--- config.mk ---
export PLATFORM = sky130hd
export DESIGN_NAME = usb_fifo_tx
export DESIGN_NICKNAME = d
export VERILOG_FILES = /design/src/rtl/usb_fifo_tx.sv
export SDC_FILE = /design/constraint.sdc
export NUM_CORES = 1
export LEC_CHECK = 0
export ABC_AREA = 1
export CAP_MARGIN = 20
export CORE_UTILIZATION = 52
export CTS_BUF_LIST = sky130_fd_sc_hd__clkbuf_16
export CTS_CLUSTER_DIAMETER = 60
export DETAILED_ROUTE_END_ITERATION = 12
export PLACE_DENSITY = 0.76
export REMOVE_ABC_BUFFERS = 1
export SETUP_SLACK_MARGIN = 0.02
export SLEW_MARGIN = 5
export SYNTH_ARGS = -nofsm -noshare
export SYNTH_HDL_FRONTEND = slang
export SYNTH_SLANG_ARGS = --single-unit
export TNS_END_PERCENT = 1
--- constraint.sdc ---
create_clock -name clk -period 1.9 [get_ports clk]
set_input_delay 0.19 -clock clk [delete_from_list [all_inputs] [get_ports clk]]
set_output_delay 0.19 -clock clk [all_outputs]
set_load 0.02 [all_outputs]
--- src/rtl/usb_fifo_tx.sv ---
`default_nettype none
// ============================================================================
// Module   : usb_fifo_tx
// Purpose  : Buffers a byte stream and writes it to an FT245-style USB FIFO.
// Revision : 1.0
// ============================================================================
module usb_fifo_tx #(
  parameter int FIFO_DEPTH     = 8,
  parameter int SETUP_CYCLES   = 2,
  parameter int WR_HIGH_CYCLES = 3,
  parameter int RECOVER_CYCLES = 4
) (
  input  logic                          clk,
  input  logic                          reset,
  input  logic [7:0]                    in_data,
  input  logic                          in_valid,
  output logic                          in_ready,
  output logic [7:0]                    usb_data,
  output logic                          usb_data_oe,
  output logic                          usb_wr,
  output logic                          usb_rd_n,
  input  logic                          usb_txe_n,
  output logic [$clog2(FIFO_DEPTH):0]   fifo_level,
  output logic [15:0]                   sent_count,
  output logic                          busy
);

  localparam int                C_AW         = $clog2(FIFO_DEPTH);
  localparam logic [C_AW-1:0]   C_PTR_ONE    = C_AW'(1);
  localparam logic [C_AW:0]     C_LVL_ONE    = (C_AW+1)'(1);
  localparam logic [C_AW:0]     C_FULL       = (C_AW+1)'(FIFO_DEPTH);
  localparam logic [3:0]        C_SETUP_LOAD = 4'(SETUP_CYCLES - 1);
  localparam logic [3:0]        C_WR_LOAD    = 4'(WR_HIGH_CYCLES - 1);
  localparam logic [3:0]        C_REC_LOAD   = 4'(RECOVER_CYCLES - 1);

  typedef enum logic [2:0] {
    ST_IDLE    = 3'd0,
    ST_SETUP   = 3'd1,
    ST_STROBE  = 3'd2,
    ST_HOLD    = 3'd3,
    ST_RECOVER = 3'd4
  } state_t;

  state_t          state_q, state_d;
  logic [3:0]      cnt_q, cnt_d;
  logic [7:0]      data_q, data_d;
  logic            oe_q, oe_d;
  logic            wr_q, wr_d;
  logic [15:0]     sent_q, sent_d;
  logic            txe_meta_q, txe_s_q;
  logic [7:0]      mem_q [FIFO_DEPTH];
  logic [C_AW-1:0] wr_ptr_q, wr_ptr_d;
  logic [C_AW-1:0] rd_ptr_q, rd_ptr_d;
  logic [C_AW:0]   level_q, level_d;
  logic            avail_q, avail_d;
  logic            push;
  logic            pop;

  assign in_ready = (level_q != C_FULL);
  assign push     = in_valid && in_ready;

  always_ff @(posedge clk or posedge reset) begin
    if (reset) begin
      txe_meta_q <= 1'b1;
      txe_s_q    <= 1'b1;
    end else begin
      txe_meta_q <= usb_txe_n;
      txe_s_q    <= txe_meta_q;
    end
  end

  always_ff @(posedge clk) begin
    if (push) mem_q[wr_ptr_q] <= in_data;
  end

  always_comb begin
    wr_ptr_d = wr_ptr_q;
    rd_ptr_d = rd_ptr_q;
    level_d  = level_q;
    // Registered non-empty view: a fresh byte reaches the bus two edges after its push.
    avail_d  = (level_q != '0);
    if (push) wr_ptr_d = wr_ptr_q + C_PTR_ONE;
    if (pop)  rd_ptr_d = rd_ptr_q + C_PTR_ONE;
    case ({push, pop})
      2'b10:   level_d = level_q + C_LVL_ONE;
      2'b01:   level_d = level_q - C_LVL_ONE;
      default: level_d = level_q;
    endcase
  end

  always_comb begin
    state_d = state_q;
    cnt_d   = cnt_q;
    data_d  = data_q;
    oe_d    = oe_q;
    wr_d    = wr_q;
    sent_d  = sent_q;
    pop     = 1'b0;
    case (state_q)
      ST_IDLE: begin
        if (avail_q && !txe_s_q) begin
          pop     = 1'b1;
          data_d  = mem_q[rd_ptr_q];
          oe_d    = 1'b1;
          cnt_d   = C_SETUP_LOAD;
          state_d = ST_SETUP;
        end
      end
      ST_SETUP: begin
        if (cnt_q == 4'd0) begin
          wr_d    = 1'b1;
          cnt_d   = C_WR_LOAD;
          state_d = ST_STROBE;
        end else begin
          cnt_d = cnt_q - 4'd1;
        end
      end
      ST_STROBE: begin
        if (cnt_q == 4'd0) begin
          wr_d    = 1'b0;
          sent_d  = sent_q + 16'd1;
          state_d = ST_HOLD;
        end else begin
          cnt_d = cnt_q - 4'd1;
        end
      end
      ST_HOLD: begin
        oe_d    = 1'b0;
        cnt_d   = C_REC_LOAD;
        state_d = ST_RECOVER;
      end
      ST_RECOVER: begin
        if (cnt_q == 4'd0) state_d = ST_IDLE;
        else               cnt_d   = cnt_q - 4'd1;
      end
      default: begin
        oe_d    = 1'b0;
        wr_d    = 1'b0;
        state_d = ST_IDLE;
      end
    endcase
  end

  always_ff @(posedge clk or posedge reset) begin
    if (reset) begin
      state_q  <= ST_IDLE;
      cnt_q    <= 4'd0;
      data_q   <= 8'h00;
      oe_q     <= 1'b0;
      wr_q     <= 1'b0;
      sent_q   <= 16'd0;
      wr_ptr_q <= '0;
      rd_ptr_q <= '0;
      level_q  <= '0;
      avail_q  <= 1'b0;
    end else begin
      state_q  <= state_d;
      cnt_q    <= cnt_d;
      data_q   <= data_d;
      oe_q     <= oe_d;
      wr_q     <= wr_d;
      sent_q   <= sent_d;
      wr_ptr_q <= wr_ptr_d;
      rd_ptr_q <= rd_ptr_d;
      level_q  <= level_d;
      avail_q  <= avail_d;
    end
  end

  assign usb_data    = data_q;
  assign usb_data_oe = oe_q;
  assign usb_wr      = wr_q;
  assign usb_rd_n    = 1'b1;
  assign fifo_level  = level_q;
  assign sent_count  = sent_q;
  assign busy        = (state_q != ST_IDLE);

endmodule
`default_nettype wire

* Word-level counts from Yosys, hierarchy flattened
Memories as Yosys holds them, arrays and structs flattened. A register that Yosys moved wholly into a read port is not among the register bits.
Index checks and enable logic that the tools add are counted.
** Storage, ports and cells
- Flip-flop bits (word level) :: 38
- Bits in writable memories :: 64
- Input bits :: 12
- Output and inout bits :: 33
- Word-level logic and storage cells :: 69
- Memories kept :: 1
** Cells by class
- Add/sub/neg operators :: 6
- Eq/ne operators :: 12
- Multiplexer cells :: 19
- Bitwise operators :: 2
- Reductions and logical operators :: 18
** Memories
- mem_q :: depth 8, width 8, read ports 1, clocked after memory_dff 1, wr ports 1, RTL line 51 : logic [7:0] mem_q [FIFO_DEPTH];
** Operators by type and width (number)
- $add A16 B1 Y16 const B :: 1
- $pmux W4 S4 :: 1
- $pmux W3 S5 :: 1
- $mux W3 :: 4
- $mux W4 :: 3
- $ne A2 B2 Y1 const B :: 5
- $pmux W4 S2 :: 1
- $reduce_bool A4 Y1 :: 2
- $sub A4 B1 Y4 const B :: 2
- $mux W1 :: 7
- $add A3 B1 Y3 const B :: 2
- $eq A3 B2 Y1 const B :: 2
- $reduce_and A2 Y1 :: 3
- $reduce_and A3 Y1 :: 2
- $reduce_or A3 Y1 :: 2
- $add A4 B1 Y4 const B :: 1
- $logic_not A4 Y1 :: 1
- $ne A4 B4 Y1 const B :: 1
- $reduce_and A4 Y1 :: 1
- $eq A3 B1 Y1 const B :: 1
- $eq A3 B3 Y1 const B :: 1
- $logic_not A3 Y1 :: 1
- $pmux W1 S3 :: 1
- $reduce_bool A3 Y1 :: 1
- 8 further kinds :: 10

* Logic depth before layout (Yosys ltp)
Gate-level depths: netlist of the first run.
- Word-level depth :: 6
- Mapped depth :: 13
- Depth with buffers taken out :: 12

* Worst setup path before layout of the first run
No wires, ideal clock.
- Kind :: flip-flop to flip-flop
- Start :: register level_q[0] (netlist: fifo_level[0])
- End :: register level_q[2] (netlist: fifo_level[2])
- Setup time :: 0.128 ns
- Arrival :: 1.961 ns
- Data required time :: 1.772 ns
- Setup slack :: -0.189 ns
- Stages on the path, launching flop included :: 12
- Buffers on the path :: 0
- Period minus slack after synthesis :: 2.089 ns
- Cell sequence :: dfrtp_1 -> nor2_1 -> nand3_1 -> nand2_1 -> ha_1 -> nand2_1 -> inv_1 -> nor2_1 -> ha_1 -> a21oi_1 -> xor2_1 -> o21ai_0
** On the way
- Cells in the longest elaborated chain, start to end :: 4
- Elaborated cells on any way between the ends :: 8
- Classes of those cells :: add/sub (2); eq/ne (3); mux (1); reduce/logical (2)
** RTL lines
- start: declaration :: RTL line 54 : logic [C_AW:0] level_q, level_d;
- start signal: assignment :: RTL line 165 : level_q <= level_d;
- $ne A4 B4 Y1 * :: RTL line 59 : assign in_ready = (level_q != C_FULL);
- via in_ready :: RTL line 17 : output logic in_ready,
- $logic_and A1 B1 Y1 * :: RTL line 60 : assign push = in_valid && in_ready;
- $eq A2 B1 Y1 / $eq A2 B2 Y1 (equally long branches) :: RTL line 84 : case ({push, pop})
- $pmux W4 S2 / $reduce_bool A2 Y1 (equally long branches)
The timed path passes the listed nets; every way through them passes the cells marked *.
A chain may end at the register's enable or synchronous reset.

* Final worst setup path of the first run
- Start :: register txe_s_q
- End :: register level_q[2] (netlist: fifo_level[2])
** On the way
- Cells in the longest elaborated chain, start to end :: 6
- Elaborated cells on any way between the ends :: 8
- Classes of those cells :: eq/ne (2); mux (3); reduce/logical (3)
** RTL lines
- start: declaration :: RTL line 50 : logic txe_meta_q, txe_s_q;
- start signal: assignment :: RTL line 68 : txe_s_q <= txe_meta_q;
- $logic_not A1 Y1 * :: RTL line 101 : if (avail_q && !txe_s_q) begin
- $logic_and A1 B1 Y1 * :: RTL line 101
- $mux W1 * :: RTL line 101
- $mux W1 * :: RTL line 99 : case (state_q)
- $eq A2 B1 Y1 / $eq A2 B2 Y1 (equally long branches) :: RTL line 84
- $pmux W4 S2 / $reduce_bool A2 Y1 (equally long branches)
Mark *: on every way between the ends. The rest lies on a longest branch, timed or not.

==> results of run 1 <==
state kept, by name, summed over array words and instances, names as in the netlist, 3 cells and up:
signal / cells
usb_data: 8
cnt_q: 4
fifo_level: 4
sent_count: 16
state_q: 3
rd_ptr_q: 3
wr_ptr_q: 3
mem_q: 64
routing by layer:
layer | track usage, % | vias to the layer above | wire [um]
met5 | 0 | - | 0
met4 | 8.38 | 0 | 275
met3 | 4.82 | 24 | 407
met2 | 36.5 | 101 | 4920
met1 | 27.3 | 1666 | 4250
li1 | - | 1745 | -
layout make-up:
class                      count  area, um2  share of cell area [%]
sequential                   110       3080                    51.9
multi-input combinational    324       1620                    27.3
timing repair buffer          68        633                    10.7
clock buffer                   9        225                    3.80
tap                          111        139                    2.34
inverter                      36        136                    2.30
clock inverter                 7        101                    1.71
stage by stage:
| stage | instances | hold WS (ns) |
|---|---|---|
| finish | 665 | 0.195 |
| global route | 665 | 0.229 |
| CTS | 663 | 0.212 |
| detailed placement | 647 | 0.356 |
| global placement | 647 | 0.345 |
| floorplan | 470 | 0.194 |
cells by family (layout without fill, tap and decap cells):
logic type               after synthesis  count (layout)  synth area share [%]
AND/OR/NAND/NOR                      243             243                  21.4
flip-flops                           110             110                  62.9
AO/OA/AOI/OAI                         55              55                  6.04
buffers and inverters                 50             120                  4.50
XOR/XNOR                              17              17                  3.04
adder cells (fa/ha/maj)                8               8                  2.05
other                                  1               1                0.0767
layout by cell type (no fill, tap or decap), types with 3 or more instances in the layout:
cell type	synthesis	layout
nand2_1	102	101
nor2_1	83	81
edfxtp_1	64	64
dfrtp_1	44	44
clkdlybuf4s50_1	0	42
o21ai_0	39	38
nand3_1	37	37
inv_1	26	24
buf_4	4	24
inv_2	7	9
xor2_1	9	9
clkbuf_16	0	9
nand4_1	8	8
xnor2_1	8	8
o211ai_1	8	8
ha_1	8	7
o21ai_1	5	6
nor2_2	1	3
nand2_2	2	3
inv_8	0	3
what timing repair did:
item / 4_1_cts / 5_1_grt
setup endpoints to repair: 0 / 2
resized for setup: 0 / 9
buffers inserted: 0 / 2
worst reg2reg max path: stages (launching register included):
cell and delay, ns:
dfstp_2 0.53, inv_1 0.04, nand4_1 0.12, inv_2 0.07, ha_4 0.17, nor2_1 0.13
nor2_2 0.08, ha_1 0.20, a21oi_2 0.13, xor2_1 0.16, o21ai_1 0.07
power breakdown:
| part | leakage, nW | switching [mW] | internal [mW] |
|---|---|---|---|
| logic | 1.12 | 2.15 | 1.31 |
| clock network | 0.161 | 0.923 | 1.07 |
| registers | 1.17 | 0.312 | 3.06 |
path summary, 6_finish.rpt:
kind | start | slack (ns) | cells past startpoint | end
max in group asynchronous | reset | 1.40 | 3 | txe_meta_q
min reg2reg | txe_meta_q | 0.37 | 0 | txe_s_q
max | txe_s_q | 0.10 | 10 | fifo_level[2]
min in group clk | usb_txe_n | 0.33 | 1 | txe_meta_q
max reg2reg | txe_s_q | 0.10 | 10 | fifo_level[2]
min | reset | 0.19 | 3 | cnt_q[1]
==> summary.md, run 1 <==
| Metric | Value |
|---|---|
| Final min period | 1.80 ns |
| DP Area | about 5600 um2 |
| Post-DP HPWL | 6.60 mm |
| Area of the mapped netlist | a little under 5000 um2 |
| Seq/Total Area, Yosys | 62.9% |
| Final WS setup | just over 0.1 ns |
| Pre-antenna DRT Iters | 5 |
| CP Data Arrival Time | 2.03 ns |
| Highest clock rate | roughly 560 MHz |
| Global-route wire length before repair | 16.0 mm |
| Slew @ Worst Pin | 0.560 ns |
| Finish-stage setup viols | 0 |
| CP Class | reg2reg |
| ANT cells | 0 |
| DP Worst Slack | 0.0444 ns |
| Synthesis-stage register bit count | 110 |
| Core Box Area | roughly 9000 um2 |
| Status | finished, final reports clean |
| Hold-fix buffers at CTS | 0 |
| Critical path's largest stage delay | 0.53 ns |
| Via Count | approximately 3500 |
| Final Total Pwr | ~8.8 mW |
| WP buf/inv | 2 |
| Peak supply drop | 0.798 mV |
| Fillers | 700 |
| Routed vias/inst | 5.32 |
| Crit path max-delay cell type | dfstp_2 |
| Warnings, synthesis | 0 |
| Clock Latency Late Sink | ~0.35 ns |
| Max-slew violations | 0 |
| Root buffer cell | clkbuf_16 |
| EDFF count, synth | between 60 and 70 |
| Routed WL | 9.86 mm |
| Final Instance Area | a little under 6000 um2 |
| Critical Path Source Type | flip-flop |
| Layout area overhead | 21.2% |
| Die Y | 99.0 um |
| Worst-path clk slew | around 0.070 ns |
| Wire per inst | 14.8 um |
| Normalized max-slew margin | 62.7% |
| Most frequent cell after synthesis | nand2_1 |
| Clock sink total | 110 |
| Top cells by area, synth | edfxtp_1, dfrtp_1, nand2_1, nor2_1, o21ai_0 |
| Final Cycle Share | 94.7% |
| Die Wd | 99.0 um |
| Util after Layout | roughly 64% |
| Largest net degree at the start of global routing | 47 |
| Fin. Hold Viols | 0 |
| I/O pin cnt | between 40 and 50 |
| Yosys top cell area share | a little under 40% |
| Post-DRT Antenna Nets | 0 |
| Most common flop cell mapped by yosys | edfxtp_1 |
| Gate count of the mapped netlist | 484 |
| 1st-iter DRT viols | roughly 130 |
| RePlAce Congestion | about 0.92 |
| Crit path capture type | flip-flop |
| P per Cell Area | around 1500 nW/um2 |
| Hold Crit Class | in2async |
| FP Rows | 35 |
| CTS tree | built |
| Clock Path Buffers | 2 |
| Post-route setup TNS | 0 ns |
| Post-Syn Area per Cell | about 10 um2 |
| Share of cells above drive strength 1 | around an eighth |
| Vias in the first global route | between 3000 and 4000 |
| Port-buffer cells | 43 |
| Initial antenna violation count | 0 |
| Max Cap Viol | 0 |
| Leak Pwr | ~2.4 nW |
| Num CTS Buffers | 9 |
| Worst-path fanout max | 4 |
| Clk_skew | ~0.0091 ns |
| Synth unique cells | 32 |
| Cell Chain, Critical Path | inv_1 -> nand4_1 -> inv_2 -> ha_4 -> nor2_1 -> nor2_2 -> ha_1 -> a21oi_2 -> xor2_1 -> o21ai_1 |
| FFs w/ async S/R, synth | a little over two fifths |
| Cell taking the most area after synthesis | edfxtp_1 |
| Critical path's top delay family | flip-flops |
| Nets | ~570 |
| Initial Util | between 50% and 60% |
| DRC Markers | 0 |
| Total Routing Usage GR | around 22% |
| Total grt overflow | 0 |
| Post-synth top cells | nand2_1, nor2_1, edfxtp_1 |
| Worst EP required | ~2.1 ns |
| Die area | 9800 um2 |
| H-tree depth | 3 |
(Power assumes the default switching activity.)
==> inputs of run 2 (changes only) <==
--- a/config.mk
+++ b/config.mk
@@ -7,6 +7,7 @@
 export LEC_CHECK = 0
 export ABC_AREA = 1
 export CAP_MARGIN = 20
+export CORE_MARGIN = 2
 export CORE_UTILIZATION = 52
 export CTS_BUF_LIST = sky130_fd_sc_hd__clkbuf_16
 export CTS_CLUSTER_DIAMETER = 60
==> summary.md, run 2 (synthesis gave the netlist of run 1 again) <==
| Metric | Value |
|---|---|
| Pre-antenna DRT Iters | 4 (-1) |
| Peak supply drop | 0.807 mV (+1.0%) |
| Final Total Pwr | 8.74 mW (-1.0%) |
| Post-DP HPWL | 6.67 mm (+1.1%) |
| Wire per inst | 15.2 um (+2.7%) |
| Worst-path clk slew | 0.08 ns (about the same) |
| CTS tree | built |
| Initial antenna violation count | 0 (unchanged) |
| Crit path capture type | flip-flop |
| Post-DRT Antenna Nets | 0 (unchanged) |
| Critical path's top delay family | flip-flops |
| Global-route wire length before repair | 16.4 mm (+2.7%) |
| Placed cells | 645 (-0.31%) |
| ANT cells | 0 (unchanged) |
| Hold Crit Class | in2async |
| Core Box Area | 9200 um2 (unchanged) |
| I/O pin cnt | 45 (unchanged) |
| P per Cell Area | 1480 nW/um2 (-0.43%) |
| Status | finished, final reports clean |
| Hold-fix buffers at CTS | 0 (unchanged) |
| R2R Path Start | state_q[2] |
| Highest clock rate | 566 MHz (+1.9%) |
| RSZ-0062 raised after global routing | true |
| Root buffer cell | clkbuf_16 |
| Share of cells above drive strength 1 | 11.6% (-0.32 points) |
| Vias in the first global route | 3461 (+4.8%) |
| Total grt overflow | 0 (unchanged) |
| Routed vias/inst | 5.36 (+0.87%) |
| FP Rows | 35 (unchanged) |
| RePlAce Congestion | 0.878 (-4.1%) |
| Max reg flops | 64 (unchanged) |
| Cell Chain, Critical Path | inv_2 -> nand4_1 -> inv_2 -> ha_4 -> nand2_1 -> inv_1 -> nor2_2 -> ha_1 -> a21oi_2 -> xor2_1 -> o21ai_1 |
| Final min period | 1.77 ns (-0.0335 ns) |
| Clk_skew | 0.00998 ns (+0.000854 ns) |
| Util after Layout | 64.1% (-0.38 points) |
| Max Cap Viol | 0 (unchanged) |
| Post-route setup TNS | 0 ns (unchanged) |
| Worst-path fanout max | 6 (+2) |
| Routed WL | 10.1 mm (+2.4%) |
| Biggest register | mem_q |
| CP Launch Point | state_q[2] |
| Die area | 10200 um2 (+4.1%) |
| Total Routing Usage GR | 21.0% (-0.64 points) |
| Worst R2R Setup Slack | 0.13 ns (+0.03 ns) |
| Layout area overhead | 20.5% |
| Die Y | 101 um (+2.0%) |
| Max-slew violations | 0 (unchanged) |
| Normalized max-slew margin | 65.5% (+2.8 points) |
| Num CTS Buffers | 9 (unchanged) |
| Clock Latency Late Sink | 0.35 ns (about the same) |
| Initial Util | 53.2% (unchanged) |
| Highest-count cells in the layout ignoring fill and taps | nand2_1, nor2_1, edfxtp_1, dfrtp_1, clkdlybuf4s50_1 |
| DP Worst Slack | -0.0193 ns (-0.0637 ns) |
| Cell seen most often among critical-path stages | inv_2 |
| Leak Pwr | 2.42 nW (-0.95%) |
| Clock sink total | 110 (unchanged) |
| Largest net degree at the start of global routing | 34 (-28%) |
| Final Cycle Share | 92.9% (-1.8 points) |
| Fin. Hold Viols | 0 (unchanged) |
| WP buf/inv | 3 (+1) |
| Clock Path Buffers | 2 (unchanged) |
| 1st-iter DRT viols | 162 (+24%) |
| Finish-stage setup viols | 0 (unchanged) |
| Post-Layout Cell Count | 663 (-0.30%) |
| DRC Markers | 0 (unchanged) |
| Die Wd | 101 um (+2.0%) |
| CP Data Arrival Time | 2.00 ns (-0.03 ns) |
| Nets | 567 (-0.35%) |
| Most common cell after layout, fill and taps aside | nand2_1 |
| Port-buffer cells | 43 (unchanged) |
| Critical Path Source Type | flip-flop |
| Final WS setup | 0.135 ns (+0.0335 ns) |
| Critical path's largest stage delay | 0.42 ns (-0.11 ns) |
| Via Count | 3556 (+0.57%) |
| CP Class | reg2reg |
| Worst EP required | 2.13 ns (about the same) |
| Crit path max-delay cell type | dfrtp_1 |
| Slew @ Worst Pin | 0.518 ns (-0.0418 ns) |
| H-tree depth | 3 (unchanged) |
==> run 2: changes by cell type in the layout (fill, tap and decap cells not counted), sizes merged <==
cell      delta
buf          -2
clkinv       -1
clkinvlp     +1
==> run 2: worst paths after layout <==
| check | endpoint | cells after the start |
|---|---|---|
| max | fifo_level[2] | 11 |
| min reg2reg | txe_s_q | 0 |
| max reg2reg | fifo_level[2] | 11 |
| max in group asynchronous | rd_ptr_q[1] | 3 |
| min in group clk | txe_meta_q | 1 |
| min | cnt_q[2] | 2 |
==> run 2: power by group <==
part | internal, mW | total, mW | switching (mW)
clock | 1.04 | 1.92 | 0.879
combinational | 1.30 | 3.45 | 2.15
sequential | 3.06 | 3.37 | 0.305
==> run 2: worst register-to-register path: cells and delay by family, from the launching register on <==
kind            cells  cell delay (ns)
fa+ha+maj           2             0.33
buf+inv             3             0.30
xor+xnor            1             0.16
simple gates        3             0.25
flops               1             0.42
compound gates      2             0.18
==> run 2: metal layers <==
metal	up-vias	global-route usage [%]	wire [um]
met1	1699	26.2	4210
met5	-	0	0
met4	0	7.17	199
met2	98	36.2	5120
met3	19	4.85	572
li1	1740	-	-
==> run 2: layout make-up <==
class / count / area [um2]
flip-flops and latches: 110 / 3080
clock buffers: 9 / 225
clock inverters: 7 / 81.3
inverters: 36 / 136
well taps: 111 / 139
repair buffers: 66 / 618
multi-input cells: 324 / 1620
fillers: 727 / 3300
==> run 2: stage by stage <==
stage               hold slack, ns  instance area, um2
floorplan                    0.194                4810
global placement             0.346                5550
detailed placement           0.347                5550
CTS                          0.189                5850
global route                 0.224                5890
finish                       0.176                5890
==> run 2: what timing repair did <==
item,CTS,global route
endpoints found under the setup margin,0,7
setup buffers,0,2
resized for setup,0,10
==> variant 1 (flow settings as in run 2) <==
The 5 states of `state_t` get a one-hot encoding in 5 bits.
--- a/src/rtl/usb_fifo_tx.sv
+++ b/src/rtl/usb_fifo_tx.sv
@@ -33,12 +33,12 @@
   localparam logic [3:0]        C_WR_LOAD    = 4'(WR_HIGH_CYCLES - 1);
   localparam logic [3:0]        C_REC_LOAD   = 4'(RECOVER_CYCLES - 1);
 
-  typedef enum logic [2:0] {
-    ST_IDLE    = 3'd0,
-    ST_SETUP   = 3'd1,
-    ST_STROBE  = 3'd2,
-    ST_HOLD    = 3'd3,
-    ST_RECOVER = 3'd4
+  typedef enum logic [4:0] {
+    ST_IDLE    = 5'b00001,
+    ST_SETUP   = 5'b00010,
+    ST_STROBE  = 5'b00100,
+    ST_HOLD    = 5'b01000,
+    ST_RECOVER = 5'b10000
   } state_t;
 
   state_t          state_q, state_d;
Function: no difference found for any inputs over 10 cycles, from zero or initial values and one cycle with reset high; not proved beyond that.
==> variant 1 against run 2 <==
  * Critical path depth is 2 higher
  * Synthesized cell count grew 3.5%
  * Global-route usage grew 0.94 points
  * Sequential cell count grew 2
  * Routed wire length grew 5.1%
  * Clock power is 2% lower
  * Total power is essentially flat
  * Final area increased by 3.9%
  * Synthesized area is 2.6% higher
  * Setup slack got worse by 0.099 ns
  * Count of clock-buffer cells in the layout unchanged
  * Critical endpoint is now fifo_level[3]
==> variant 1: results (changes against run 2) <==
The capture point of the worst reg-to-reg path is fifo_level[3]. The worst-case reg-to-reg path depth is 13 (+2). The count of flip-flops with a built-in enable after synthesis is 64 (unchanged).

The post-DP HPWL is 7.00 mm (+5.0%). The area after detailed placement came out at 5730 sq um (+3.3%). The met2 track demand over resource came out at 36.4% (+0.23 points). The static leakage power came to 2.48 nW (+2.3%).

The complex-gate fraction of the synthesized area is 7.38% (+1.3 points). The filler cell count is 720 (-0.96%). The global-route track usage on met3 is 2.60% (-2.3 points). The pin count of the biggest net entering global routing came out at 49 (+44%). The worst-path maximum fanout was 3 (-3).

The number of iterations in the first detailed-routing pass is 5 (+1). The setup clock skew after layout is 0.0108 ns (+0.000783 ns). The arrival time of data at the critical path endpoint came to 2.11 ns (+0.11 ns). By area the synthesized netlist is led by edfxtp_1, dfrtp_1, nand2_1. The number of nets in the layout came out at 587 (+3.5%).

The cell count after synthesis is 501 (+3.5%). The largest vdd supply drop is 0.000727 V (-9.8%). The largest stage delay on the critical path came to 0.55 ns (+0.13 ns). The adder-cell share of the synthesized area is 1.99% (-0.053 points). Grouping stages by cell kind, the critical path spends the most delay in simple AND/OR/NAND/NOR gates.

The run finished with clean final reports. The xor and xnor fraction of the mapped netlist area came out at 3.32% (+0.27 points). The distinct cell type count of the synthesized netlist came out at 31 (-3.1%). The aggregate routed wire length is 10.6 mm (+5.1%). The total routing resource utilization after global routing came out at 21.9% (+0.94 points).

The met1 capacity usage during global routing is 28.2% (+2.0 points). The weighted congestion reported at the end of routability-driven placement came to 0.884 (+0.73%). The layout cell share with drive strength beyond 1 came out at 12.4% (+0.82 points). The via total after detailed routing came out at 3712 (+4.4%).

The number of synthesis warnings is 0 (unchanged). The quantity of gates resized following cts is 10 (+10). The detailed-route wire length per cell is 15.1 um (-0.64%).

The buffer count from post-CTS setup fixing was 2 (+2). Clock tree synthesis selected as its root buffer the cell clkbuf_16. The first element of the critical path is state_q[0]. The count of port buffers added during placement is 43 (unchanged). The proportion of synthesized area in mux cells came out at 0% (unchanged).

The antenna diode count came to 0 (unchanged). The number of cells after detailed placement was 682 (+5.7%). The largest individual stage delay along the critical path comes from the cell dfstp_2.

The top achievable clock speed came out at 536 MHz (-5.3%). The detailed router's first-iteration violation count is 217 (+34%). Counting instances in the post-synthesis netlist gives the leading cell types as nand2_1, nor2_1, edfxtp_1. The worst register-to-register path begins at state_q[0]. The sequential fraction of the synthesis area came out at 62.3% (-0.59 points). The proportion of synthesized flip-flops having asynchronous set or reset was 42.9% (+1.0 points). The worst hold slack across all endpoints is 0.204 ns (+0.0281 ns).

The setup slack at placement came to -0.130 ns (-0.111 ns). The global-route wire length before repair came out at 17.4 mm (+6.0%). The register-to-register setup slack came out at 0.04 ns (-0.10 ns).

The path class of the tightest hold or removal check is input port to async pin.
-- variant 1: changes by cell type after synthesis, moves of 4 or more --
cell      change
inv_1         +4
o21ai_1       -4
o211ai_1      +9
nand2_1      +14
inv_2         -4
o21ai_0       +4
xor2_1        +4
nand3_1      -10
-- variant 1: area by class of cell --
class	count	area (sq um)	share of cell area, %
Sequential cell	112	3130	51.1
Multi-Input combinational cell	339	1730	28.2
Clock buffer	9	225	3.68
Timing Repair Buffer	71	676	11.0
Clock inverter	7	80.1	1.31
Inverter	34	128	2.08
Tap cell	129	161	2.64
-- variant 1: metal layers --
metal | wire (um) | up-vias | share of wire, %
li1 | - | 1801 | -
met1 | 4640 | 1763 | 44
met2 | 5200 | 120 | 49
met3 | 457 | 28 | 4.3
met4 | 313 | 0 | 3.0
met5 | 0 | - | 0
-- variant 1: power breakdown --
part,switching (mW),internal (mW)
clock,0.943,0.941
combinational,2.12,1.34
sequential,0.307,3.09
==> variant 2 (settings of run 2) <==
Made on the original files. `FIFO_DEPTH`: 8 -> 4.
--- a/src/rtl/usb_fifo_tx.sv
+++ b/src/rtl/usb_fifo_tx.sv
@@ -5,7 +5,7 @@
 // Revision : 1.0
 // ============================================================================
 module usb_fifo_tx #(
-  parameter int FIFO_DEPTH     = 8,
+  parameter int FIFO_DEPTH     = 4,
   parameter int SETUP_CYCLES   = 2,
   parameter int WR_HIGH_CYCLES = 3,
   parameter int RECOVER_CYCLES = 4
Ports: changed (resized fifo_level); port bits go from 45 to 44. No check against the original RTL was run, so the function may have changed too.
==> variant 2 against run 2 <==
  * Routed wire length fell by 28%
  * Synthesized area fell by 29%
  * Sequential share of layout area fell by 5.8 points
  * Synthesized cell count fell by 24%
  * Via count fell by 24%
  * Die area fell by 28%
  * Setup slack improved by 0.023 ns
  * Sequential cell count fell by 35
  * Total power fell by 21%
  * Critical path depth fell by 1
  * Fmax rose by 1.3%
  * Final area fell by 25%
  * Critical endpoint unchanged
  * Highest routed layer unchanged
==> variant 2: results (changes against run 2) <==
The sequential fraction of the synthesis area is 59.0% (-3.9 points). The number of max-cap violations is 0 (unchanged). The number of antenna violations at the first check in global routing is 0 (unchanged).

The run finished with clean final reports. The largest vdd supply drop came out at 0.000923 V (+14%). In the synthesized netlist, the cells that appear most often are nand2_1, nor2_1, dfrtp_1. The relative max-transition margin came out at 54.8% (-11 points). The tree is rooted in a clkbuf_16. The met1 capacity usage during global routing is 28.3% (+2.1 points). The insertion delay of the later-clocked pin in the worst-skew pair is 0.33 ns (-0.02 ns).

Tracing the worst setup path back leads to its startpoint at state_q[1]. The global-route track usage on met3 came out at 3.75% (-1.1 points). The average via count per standard cell came to 5.29 (-1.5%). The worst-case reg-to-reg path depth is 10 (-1). The pin count of the biggest net entering global routing came out at 28 (-18%). The number of buffers on the longest clock path is 2 (unchanged). The detailed router's first-iteration violation count is 155 (-4.3%). The number of global-route vias before repair is 2663 (-23%). The post-DP HPWL is 4.76 mm (-29%). The setup clock skew after layout was 0.00451 ns (-0.00547 ns).

The detailed-routed wire length on met2 came out at 3.57 mm (-30%). The proportion of synthesized flip-flops having asynchronous set or reset is 57.3% (+16 points). The total routing resource utilization after global routing is 21.3% (+0.32 points).

The complex-gate fraction of the synthesized area is 6.33% (+0.29 points). The mean post-synth cell area came to 9.38 sq um (-7.2%). The setup slack at placement came out at 0.0629 ns (+0.0822 ns). The amount of wire on met3 after detailed routing is 453 um (-21%). The worst hold slack across all endpoints is 0.188 ns (+0.0117 ns). The adder-cell share of the synthesized area is 3.47% (+1.4 points). The number of cells after detailed placement came out at 490 (-24%). The number of flip-flops under the largest register name was 32 (-50%). The static leakage power is 1.87 nW (-23%).

The detailed-route wire length per cell is 14.1 um (-7.2%). The wire length on met1 is 3.06 mm (-27%). The final critical-path required period came to 1.74 ns (-0.0226 ns). The tightest min-delay check is of the input port to async pin type. The met2 track demand over resource came to 35.3% (-0.86 points). The total CTS buffers is 9 (unchanged). The worst-path maximum fanout is 4 (-2). The register-to-register setup slack was 0.16 ns (+0.02 ns). The number of nets in the layout came out at 451 (-20%).

The distinct cell type count of the synthesized netlist is 28 (-13%). The layout cell share with drive strength beyond 1 was 10.8% (-0.79 points). The count of port buffers added during placement came out at 42 (-2.3%). Ranked by total cell area, the synthesized netlist is headed by dfrtp_1, edfxtp_1, nand2_1. The weighted congestion reported at the end of routability-driven placement came to 0.871 (-0.83%).

The filler cell count came to 485 (-33%). The count of flip-flops with a built-in enable after synthesis came out at 32 (-50%). The xor and xnor fraction of the mapped netlist area came to 3.54% (+0.50 points). The clock transition at the register clock pins on the worst setup and hold paths after CTS came out at 0.06 ns (-0.02 ns).

The power density relative to cell area is 1570 nW/um^2 (+5.9%). The area after detailed placement is 4010 sq um (-28%). The global-route wire length before repair was 12.1 mm (-26%). The aggregate routed wire length is 7.24 mm (-28%).
-- variant 2: report_power, final --
part / total (mW) / leakage, nW / internal [mW] / switching (mW)
sequential: 2.47 / 0.825 / 2.15 / 0.326
clock: 1.78 / 0.159 / 1.15 / 0.637
combinational: 2.65 / 0.885 / 1.08 / 1.56
-- variant 2: timing repair --
action                     4_1_cts  5_1_grt
setup buffers                    0        6
setup endpoints to repair        0        2
resized for setup                0        5
-- variant 2: cell type report --
type	instances	share of cell area (%)
well taps	77	2.19
repair buffers	59	13.0
flip-flops and latches	75	46.4
multi-input cells	248	28.0
inverters	37	3.16
clock buffers	9	5.12
clock inverters	7	2.10
-- variant 2: critical path, stage by stage, from the launching register on --
cell	delay (ns)
dfrtp_2	0.43
inv_1	0.09
nand2_2	0.07
nor2_2	0.13
ha_1	0.15
inv_1	0.07
fa_2	0.35
nor2_1	0.11
nor2_1	0.04
nand2_1	0.06
xor2_1	0.14
